**config.mk**
```make
export PLATFORM = sky130hd
export DESIGN_NAME = ram_arbiter_d0
export DESIGN_NICKNAME = d
export VERILOG_FILES = /design/src/rtl/ram_arbiter_d0.sv
export SDC_FILE = /design/constraint.sdc
export NUM_CORES = 1
export LEC_CHECK = 0
export CAP_MARGIN = 20
export CORE_ASPECT_RATIO = 0.6
export CORE_MARGIN = 1.5
export CORE_UTILIZATION = 26
export DETAILED_ROUTE_END_ITERATION = 10
export GPL_ROUTABILITY_DRIVEN = 1
export PLACE_DENSITY_LB_ADDON = 0.3
export REMOVE_ABC_BUFFERS = 1
export SKIP_CTS_REPAIR_TIMING = 1
export SLEW_MARGIN = 20
export SYNTH_ARGS = -nofsm -noshare
export SYNTH_HDL_FRONTEND = slang
export SYNTH_SLANG_ARGS = --single-unit
```
**constraint.sdc**
```tcl
create_clock -name clock -period 3.9 [get_ports clock]
set_input_delay 0.585 -clock clock [delete_from_list [all_inputs] [get_ports clock]]
set_output_delay 0.585 -clock clock [all_outputs]
set_load 0.02 [all_outputs]
```
**src/rtl/ram_arbiter_d0.sv**
```systemverilog
// ram_arbiter_d0: two-requester round-robin arbiter in front of one
// synchronous-read RAM (registered read address, 1-cycle read latency).
// A burst limit (MAXBURST) bounds how long one requester may keep the RAM
// while the other one is waiting.
// Optional transfer/wait statistics are built when RAM_ARB_STATS_EN is defined.
module ram_arbiter_d0 #(
  parameter int AWIDTH   = 3,
  parameter int DWIDTH   = 32,
  parameter int MAXBURST = 4
) (
  input  logic              clock,
  input  logic              reset,
  input  logic              req_a,
  input  logic              we_a,
  input  logic [AWIDTH-1:0] addr_a,
  input  logic [DWIDTH-1:0] din_a,
  output logic              gnt_a,
  output logic              rvalid_a,
  output logic [DWIDTH-1:0] rdata_a,
  input  logic              req_b,
  input  logic              we_b,
  input  logic [AWIDTH-1:0] addr_b,
  input  logic [DWIDTH-1:0] din_b,
  output logic              gnt_b,
  output logic              rvalid_b,
  output logic [DWIDTH-1:0] rdata_b,
  output logic [AWIDTH-1:0] ram_addr,
  output logic [DWIDTH-1:0] ram_din,
  output logic              ram_we,
  input  logic [DWIDTH-1:0] ram_dout
`ifdef RAM_ARB_STATS_EN
  ,
  output logic [15:0]       stat_gnt_a,
  output logic [15:0]       stat_gnt_b,
  output logic [3:0]        stat_wait_max
`endif
);

  typedef enum logic [1:0] {OWN_NONE, OWN_A, OWN_B} owner_e;
  typedef enum logic       {PRIO_A, PRIO_B}         prio_e;

  // Last burst count value before the other requester is forced in.
  localparam logic [3:0] BURST_LAST = 4'(MAXBURST - 1);

  owner_e     r_owner, w_owner_nxt;
  prio_e      r_prio,  w_prio_nxt;
  logic [3:0] r_burst_cnt, w_burst_cnt_nxt;
  logic       r_rvalid_a, r_rvalid_b;
  logic       w_gnt_a, w_gnt_b;

  // State register: owner, burst counter, tie priority and read-valid strobes.
  // NOTE: sequential state uses non-blocking (<=) so every register samples
  // the pre-edge values; blocking here would create order-dependent races.
  always_ff @(posedge clock or posedge reset) begin
    if (reset) begin
      r_owner     <= OWN_NONE;
      r_burst_cnt <= '0;
      r_prio      <= PRIO_A;
      r_rvalid_a  <= 1'b0;
      r_rvalid_b  <= 1'b0;
    end else begin
      r_owner     <= w_owner_nxt;
      r_burst_cnt <= w_burst_cnt_nxt;
      r_prio      <= w_prio_nxt;
      r_rvalid_a  <= w_gnt_a & ~we_a;
      r_rvalid_b  <= w_gnt_b & ~we_b;
    end
  end

  // Next-state: extend the burst, hand over to a new owner, or fall idle.
  // NOTE: every combinational output gets a default first so no path
  // leaves it unassigned, which would otherwise infer a latch.
  always_comb begin
    w_owner_nxt     = OWN_NONE;
    w_burst_cnt_nxt = '0;
    w_prio_nxt      = r_prio;
    if (w_gnt_a) begin
      w_owner_nxt = OWN_A;
      if (r_owner == OWN_A) begin
        w_burst_cnt_nxt = (r_burst_cnt >= BURST_LAST) ? BURST_LAST : r_burst_cnt + 4'd1;
      end else begin
        w_prio_nxt = PRIO_B;
      end
    end else if (w_gnt_b) begin
      w_owner_nxt = OWN_B;
      if (r_owner == OWN_B) begin
        w_burst_cnt_nxt = (r_burst_cnt >= BURST_LAST) ? BURST_LAST : r_burst_cnt + 4'd1;
      end else begin
        w_prio_nxt = PRIO_A;
      end
    end
  end

  // Output decode: grant selection from owner, burst count and this cycle's
  // requests; nothing is granted while reset is asserted.
  always_comb begin
    w_gnt_a = 1'b0;
    w_gnt_b = 1'b0;
    if (!reset) begin
      unique case (r_owner)
        OWN_A: begin
          if (req_a && !(req_b && r_burst_cnt >= BURST_LAST)) w_gnt_a = 1'b1;
          else if (req_b)                                     w_gnt_b = 1'b1;
        end
        OWN_B: begin
          if (req_b && !(req_a && r_burst_cnt >= BURST_LAST)) w_gnt_b = 1'b1;
          else if (req_a)                                     w_gnt_a = 1'b1;
        end
        default: begin
          if (req_a && req_b) begin
            w_gnt_a = (r_prio == PRIO_A);
            w_gnt_b = (r_prio == PRIO_B);
          end else begin
            w_gnt_a = req_a;
            w_gnt_b = req_b;
          end
        end
      endcase
    end
  end

  // RAM side mux: A's address/data unless B is granted; write only on a grant.
  assign ram_addr = w_gnt_b ? addr_b : addr_a;
  assign ram_din  = w_gnt_b ? din_b  : din_a;
  assign ram_we   = (w_gnt_a & we_a) | (w_gnt_b & we_b);

  assign gnt_a    = w_gnt_a;
  assign gnt_b    = w_gnt_b;
  assign rvalid_a = r_rvalid_a;
  assign rvalid_b = r_rvalid_b;
  // RAM output already lags the address by one cycle, matching rvalid.
  assign rdata_a  = ram_dout;
  assign rdata_b  = ram_dout;

`ifdef RAM_ARB_STATS_EN
  logic [15:0] r_stat_gnt_a, r_stat_gnt_b;
  logic [3:0]  r_wait_a, r_wait_b, r_wait_max;
  logic [3:0]  w_wait_a_nxt, w_wait_b_nxt, w_wait_peak;

  // Current wait-run lengths after this cycle, saturating at 15.
  always_comb begin
    w_wait_a_nxt = '0;
    w_wait_b_nxt = '0;
    if (req_a && !w_gnt_a) w_wait_a_nxt = (r_wait_a == 4'hF) ? 4'hF : r_wait_a + 4'd1;
    if (req_b && !w_gnt_b) w_wait_b_nxt = (r_wait_b == 4'hF) ? 4'hF : r_wait_b + 4'd1;
    w_wait_peak = (w_wait_a_nxt > w_wait_b_nxt) ? w_wait_a_nxt : w_wait_b_nxt;
  end

  // Statistics registers: saturating transfer counts and longest wait run.
  always_ff @(posedge clock or posedge reset) begin
    if (reset) begin
      r_stat_gnt_a <= '0;
      r_stat_gnt_b <= '0;
      r_wait_a     <= '0;
      r_wait_b     <= '0;
      r_wait_max   <= '0;
    end else begin
      if (w_gnt_a && r_stat_gnt_a != 16'hFFFF) r_stat_gnt_a <= r_stat_gnt_a + 16'd1;
      if (w_gnt_b && r_stat_gnt_b != 16'hFFFF) r_stat_gnt_b <= r_stat_gnt_b + 16'd1;
      r_wait_a <= w_wait_a_nxt;
      r_wait_b <= w_wait_b_nxt;
      if (w_wait_peak > r_wait_max) r_wait_max <= w_wait_peak;
    end
  end

  assign stat_gnt_a    = r_stat_gnt_a;
  assign stat_gnt_b    = r_stat_gnt_b;
  assign stat_wait_max = r_wait_max;
`endif

endmodule

```
Word level (Yosys, flattened, before mapping)
Cells that the tools add are included.
- register bits after elaboration: 9
- input bits: 108
- output and inout port bits: 104
- $add $sub $neg: 1
- magnitude comparators: 1
- equality and inequality tests: 4
- muxes and demuxes: 25
- bitwise operators: 8
- reductions and logical operators: 9
- operators with widths (cell ; number):
    $mux W32 ; 1
    $mux W4 ; 5
    $mux W1 ; 14
    $logic_and A1 B1 Y1 ; 5
    $add A4 B1 Y4 const B ; 1
    $and A1 B1 Y1 ; 4
    $ge A4 B2 Y1 const B ; 1
    $mux W2 ; 2
    $ne A2 B2 Y1 const B ; 2
    $pmux W1 S2 ; 2
    $mux W3 ; 1
    $not A1 Y1 ; 3
    $reduce_and A3 Y1 ; 1
    $eq A2 B1 Y1 const B ; 1
    $eq A2 B2 Y1 const B ; 1
    $logic_not A1 Y1 ; 2
    $reduce_bool A2 Y1 ; 1
    $or A1 B1 Y1 ; 1

Depth between registers and ports, before layout
Gate-level depths: netlist of the first run.
- word-level depth: 9
- gate-level depth with buffers: 8
- depth with buffers taken out: 6

Worst setup path before layout of the first run
No wires, ideal clock.
- path kind: flip-flop to output port
- start point: register r_owner[0]
- end point: output ram_we
- arrival time: 1913 ps
- data required time: 3315 ps
- setup slack: 1402 ps
- stages on the path, launching flop included: 8
- cell sequence: dfrtp_1 -> inv_1 -> ha_1 -> a311oi_2 -> nand3_2 -> buf_4 -> buf_6 -> o2bb2ai_1
- longest elaborated chain between the ends: 5
- RTL lines (element ; line ; source):
    start: declaration ; 45 ; owner_e r_owner, w_owner_nxt;
    start signal: assignment ; 62 ; r_owner <= w_owner_nxt;
    $eq A2 B2 Y1 or $eq A2 B1 Y1 (tied branches) ; 100 ; unique case (r_owner)
    $pmux W1 S2 ; 100 ;
    $mux W1 ; 99 ; if (!reset) begin
    $and A1 B1 Y1 ; 125 ; assign ram_we = (w_gnt_a & we_a) | (w_gnt_b & we_b);
    $or A1 B1 Y1 (*) ; 125 ;
    end: declaration ; 29 ; output logic ram_we,
Mark *: on every way between the ends. The rest lies on a longest branch, timed or not.

Final worst setup path of the first run
- start point: register r_owner[0]
- end point: output ram_din[10]
- longest elaborated chain between the ends: 4
- RTL lines (element ; line ; source):
    $eq A2 B2 Y1 or $eq A2 B1 Y1 (tied branches) ; 100 ;
    $pmux W1 S2 (*) ; 100 ;
    $mux W1 (*) ; 99 ;
    $mux W32 (*) ; 124 ; assign ram_din = w_gnt_b ? din_b : din_a;
    end: declaration ; 28 ; output logic [DWIDTH-1:0] ram_din,
Marks and branches as above.

==> flow_metrics.tcl, run 1 <==
set metrics [dict create \
    die_w_um 99.2 \
    syn-cell-area_um2 1440 \
    die_h_um 60.7 \
    drt_iter0_drc 62 \
    synth_edf_count 0 \
    first_pass_iters 4 \
    path_class "reg2out" \
    yosys.area.top_type "buf_4" \
    ys_top_cells_by_area "buf_4, mux2_2, dfrtp_1" \
    nets 321 \
    finalCriticalPeriod_ps 3370 \
    rsz0062_at_grt "false" \
    coreArea_um2 5200 \
    fmax_ghz 0.296 \
    place_ws_ps 597 \
    dp_hpwl_mm 5.27 \
    synthArstFlopShare_pct 100 \
    vias 1263 \
    ys_seq_elements 9 \
    slew_violations 0 \
    drive_gt1_share_pct 21.1 \
    finalHoldViolations 0 \
    yosysUniqueCellTypes 28 \
    start_kind "register" \
    cts_tree "done" \
    synth_commonest_cells "buf_4, mux2_2, dfrtp_1, inv_1, mux2_4" \
    cts_buffers 3 \
    arrival_ps 2790 \
    rr_startpoint "r_burst_cnt[0]$_DFF_PP0_" \
    cts.sinks 9 \
    hold_class "reg2reg" \
    nFillCells 500 \
    yosysTopAreaCellShare_pct 33.8 \
    setup_viol 0 \
    dieArea_um2 6020 \
    rows 20 \
    max-vdd-ir-drop_uv 112 \
    clk_latency_ps 230 \
    status "completed" \
    path_cells "inv_1 > ha_1 > nor3_1 > a41oi_1 > nand3_2 > buf_12 > mux2_2 > clkdlybuf4s50_1" \
    globalplace.congestion 0.790 \
    gr-total-overflow 0 \
    fin_worst_skew_ps 3.17 \
    initial_core_util_pct 27.7 \
    max_cap_violations 0 \
    setup-tns-final_ps 0 \
    track_usage_pct 19.8 \
    critPathLaunch "r_owner[0]$_DFF_PP0_" \
    cp.required_ps 3310 \
    cts_max_level 1 \
    yosys_warnings 0 \
    wl_mm 6.37 \
    antenna_found_initial 0 \
    grt_pass1_vias 1182 \
    port_buffers 115 \
    crit_fanout 39 \
    fin_crit_sh_pct 86.5 \
    critPathSlowestCell "clkdlybuf4s50_1" \
    seq_area_frac_synth_pct 15.6 \
    via_per_inst 4.59 \
    netlist_instances 154 \
    hold_start "r_prio$_DFFE_PP0P_" \
    n_antenna_cell 0 \
    grt_pass1_wl_mm 8.23 \
    pin_count 212 \
    syn_to_final_growth_pct 56.1 \
    wire_per_inst_um 23.2 \
    syn_avg_cell_area_um2 9.38 \
    p_per_area_nw_per_um2 311 \
    max_stage_delay_ps 550 \
    drc 0 \
    clock_tree.buffer_depth 2 \
    fin_ws_ps 527 \
    grt_max_degree 40 \
    path_clk_slew_ps 40 \
    yosysMostFrequentCell "buf_4" \
    critPathCaptureType "primary output" \
    synth_ff_type "dfrtp_1" \
    ant_nets 0 \
    leakagePower_nw 0.912 \
    cts-root-buf "clkbuf_8" \
]
==> per-layer routing <==
metal	global-route usage, %	wire length [µm]	share of wire (%)	vias to the layer above
li1	-	-	-	562
met1	23.1	2520	39	591
met2	24.0	2750	43	100
met3	18.7	963	15	6
met4	3.62	28	0.44	4
met5	20.8	116	1.8	-
==> critical path, delay by kind of cell, from the launching register on <==
family / cells / cell delay (ps)
fa+ha+maj: 1 / 370
flops: 1 / 340
mux: 1 / 360
compound gates: 1 / 110
simple gates: 2 / 530
buf+inv: 3 / 830
==> cells in the final DEF (no fill, tap or decap), types with 2 or more instances in the layout <==
cell,n
nor3_1,2
clkbuf_8,3
nand3_1,2
ha_1,3
clkdlybuf4s50_1,115
buf_4,2
mux2_4,6
mux2i_1,2
dfrtp_1,9
nand2_1,4
nor2_1,5
mux2_2,25
nand3_2,2
mux2_1,4
conb_1,2
inv_1,9
==> power breakdown <==
part	internal, mW	switching (mW)	leakage, nW
Combinational	0.266	0.214	0.769
Sequential	0.108	0.00896	0.117
Clock	0.0694	0.0350	0.0255
==> worst paths after layout <==
| path | to | slack [ps] | cells after the start |
|---|---|---|---|
| setup / recovery | ram_din[10] | 530 | 8 |
| max in group asynchronous | r_owner[1]$_DFF_PP0_ | 3080 | 3 |
| min in group asynchronous | r_burst_cnt[3]$_DFF_PP0_ | 680 | 3 |
| hold reg to reg | r_prio$_DFFE_PP0P_ | 560 | 1 |
| hold / removal | r_prio$_DFFE_PP0P_ | 560 | 1 |
| setup reg to reg | r_prio$_DFFE_PP0P_ | 1730 | 6 |
==> stage by stage <==
step | cells | total power, mW | util [%] | area, µm² | hold slack (ps)
CTS | 275 | 0.708 | 43.3 | 2250 | 557
floorplan | 87 | 0.367 | - | 938 | 421
global placement | 271 | 0.600 | 42.4 | 2210 | 536
finish | 275 | 0.702 | 43.3 | 2250 | 555
global route | 275 | 0.742 | 43.3 | 2250 | 595
detailed placement | 271 | 0.598 | 42.4 | 2210 | 542
==> kinds of logic after synthesis <==
family,after synthesis,synth area share (%)
multiplexers,37,30.2
adder cells (fa/ha/maj),3,2.60
buffers and inverters,77,37.6
flip-flops,9,15.6
other,1,0.260
AND/OR/NAND/NOR,20,8.84
AO/OA/AOI/OAI,7,4.85
==> flip-flops by register name, summed over array words and instances (netlist names) <==
signal and cells:
r_burst_cnt 4, r_owner 2, r_prio 1, rvalid_a 1, rvalid_b 1
==> final cells by class <==
cell class	count	area, µm²	area share, %
tap	66	82.6	3.66
multi-input combinational	69	679	30.1
sequential	9	225	9.99
clock buffer	3	41.3	1.83
clock inverter	1	5.00	0.222
timing repair buffer	118	1190	52.6
inverter	9	33.8	1.50
Note: power is estimated with default switching activity, not from simulation.
==> run 2: changes to the inputs <==
ABC_AREA = 1   (was unset)
CORE_UTILIZATION = 25   (was 26)
GPL_TIMING_DRIVEN = 0   (was unset)
==> run 2 against run 1 <==
Net effect: wire length is 0.27% higher; design area shrank 3.6%; largest power group unchanged; worst setup slack got worse by 240 ps; largest cell class unchanged; critical endpoint is now ram_addr[0]; sequential share of layout area grew 0.37 points.
==> flow_metrics.tcl, run 2 <==
set metrics [dict create \
    finalCriticalPeriod_ps 3610 \
    setup-tns-final_ps 0 \
    cts-root-buf "clkbuf_8" \
    fin_ws_ps 287 \
    total_power_mw 1.07 \
    cp.required_ps 3310 \
    ant_nets 0 \
    layout_commonest_cell "nand2_1" \
    dp_hpwl_mm 5.09 \
    antenna_found_initial 0 \
    ys_seq_elements 9 \
    critical_path.most_common_cell "nand2_1" \
    max_stage_delay_ps 640 \
    finalInstanceArea_um2 2170 \
    path_class "in2out" \
    syn_to_final_growth_pct 53.5 \
    place_area_um2 2120 \
    slew_violations 0 \
    top_regs "r_burst_cnt x4, r_owner x2" \
    via_per_inst 4.42 \
    hold_class "reg2reg" \
    max-vdd-ir-drop_uv 225 \
    synth_ff_type "dfrtp_1" \
    clock_tree.buffer_depth 2 \
    syn-cell-area_um2 1420 \
    status "completed" \
    critPathCaptureType "primary output" \
    multi_input_area_um2 626 \
    p_per_area_nw_per_um2 494 \
    n_antenna_cell 0 \
    port_buffers 115 \
    setup_viol 0 \
    coreArea_um2 5260 \
    initial_core_util_pct 26.9 \
    clk_latency_ps 230 \
    pin_count 212 \
    top_register "r_burst_cnt" \
    cts_buffers 3 \
    path_delay_family "buffers and inverters" \
    final-seq-area_um2 225 \
    post-route-util_pct 41.3 \
    fin_worst_skew_ps 5.36 \
    die_h_um 61.3 \
    wl_mm 6.39 \
    crit_fanout 40 \
    first_pass_iters 4 \
    drc 0 \
    drive_gt1_share_pct 3.13 \
    fmax_ghz 0.277 \
    stdcell_count 354 \
    fin_crit_sh_pct 92.6 \
    finalHoldViolations 0 \
    place_ws_ps -197 \
    nFillCells 559 \
    critPathSlowestCell "clkdlybuf4s50_1" \
    cts.sinks 9 \
    synth_commonest_cells "nand2_1, buf_4, dfrtp_1, inv_1" \
    yosys.area.top_type "buf_4" \
    yosysUniqueCellTypes 18 \
    start_kind "primary input" \
    rows 20 \
    die_w_um 100 \
    path_cells "clkdlybuf4s50_1 > nand2_1 > a31oi_1 > nand2_4 > inv_6 > nand2_1 > nand2_1 > clkdlybuf4s50_1" \
    drt_iter0_drc 55 \
    grt_pass1_wl_mm 8.47 \
    syn_avg_cell_area_um2 5.92 \
    max_cap_violations 0 \
    rsz0062_at_grt "false" \
    cts_max_level 1 \
    placed_cells 350 \
    path_clk_slew_ps 50 \
    yosysTopAreaCellShare_pct 35.5 \
    seq_area_frac_synth_pct 15.9 \
    ys_top_cells_by_area "buf_4, nand2_1, dfrtp_1" \
    cts_tree "done" \
    yosys_warnings 0 \
    leakagePower_nw 1.06 \
    globalplace.congestion 0.771 \
    nets 400 \
    dieArea_um2 6140 \
    netlist_instances 239 \
    layout_common_cells "nand2_1, clkdlybuf4s50_1, inv_1, dfrtp_1" \
    synthArstFlopShare_pct 100 \
    arrival_ps 3030 \
    synth_edf_count 0 \
    gr-total-overflow 0 \
    grt_max_degree 41 \
    track_usage_pct 19.4 \
    whs_ps 483 \
    vias 1566 \
    grt_pass1_vias 1355 \
    wire_per_inst_um 18.0 \
    largest_reg_flops 4 \
    path_buf_inv 3 \
    yosysMostFrequentCell "nand2_1" \
]
-- run 2: changes by cell type in the layout (fill, tap and decap cells not counted), moves of 3 or more --
cell	delta
mux2_1	-4
mux2_2	-25
mux2_4	-6
nand2_1	+123
nand3_1	+3
-- run 2: worst paths after layout --
path	from	endpoint	slack [ps]	cells after the start
hold reg to reg	r_prio$_DFFE_PP0P_	r_prio$_DFFE_PP0P_	480	2
max in group asynchronous	reset	r_owner[1]$_DFF_PP0_	2920	2
setup / recovery	req_b	ram_addr[0]	290	8
min in group asynchronous	reset	r_prio$_DFFE_PP0P_	700	2
hold / removal	r_prio$_DFFE_PP0P_	r_prio$_DFFE_PP0P_	480	2
setup reg to reg	r_owner[0]$_DFF_PP0_	r_burst_cnt[0]$_DFF_PP0_	2170	7
-- run 2: cells by family (layout without fill, tap and decap cells) --
family	count (synthesis)	count (layout)	synth area share (%)
other	1	2	0.265
buffers and inverters	81	129	40.5
DFF	9	9	15.9
adders and majority gates	3	3	2.65
and+or+nand+nor	143	143	39.7
AOI/OAI and AO/OA	2	2	0.973
-- run 2: layout make-up --
type | instances | share of cell area (%)
multi-input combinational | 150 | 28.8
sequential | 9 | 10.4
clock buffer | 4 | 2.07
timing repair buffer | 115 | 53.0
inverter | 10 | 1.96
tap | 66 | 3.80
-- run 2: worst register-to-register path: stages, from the launching register on --
cell and delay, ps:
dfrtp_1 340, inv_1 50, ha_1 320, a31oi_1 330, nand2_4 340, nor2_1 180
nand2_1 70, nand2_1 60
-- run 2: layer usage --
| layer | global-route usage, % | routed length, µm | share of wire, % | vias up |
|---|---|---|---|---|
| li1 | - | - | - | 748 |
| met2 | 22.4 | 2330 | 36 | 134 |
| met1 | 24.4 | 2750 | 43 | 668 |
| met4 | 3.62 | 44 | 0.69 | 5 |
| met5 | 13.8 | 86 | 1.3 | - |
| met3 | 17.6 | 1180 | 18 | 11 |
-- run 2: where the power goes --
group / leakage (nW) / internal [mW] / switching, mW
sequential: 0.116 / 0.113 / 0.0100
clock: 0.0228 / 0.0711 / 0.0350
combinational: 0.919 / 0.378 / 0.466
total: 1.06 / 0.563 / 0.511
==> run 3: changes to the inputs <==
HOLD_SLACK_MARGIN = 0.06   (was unset)
SLEW_MARGIN = 40   (was 20)
==> results of run 3 <==
No change in the layout: final DEF, timing and power equal those of run 2.
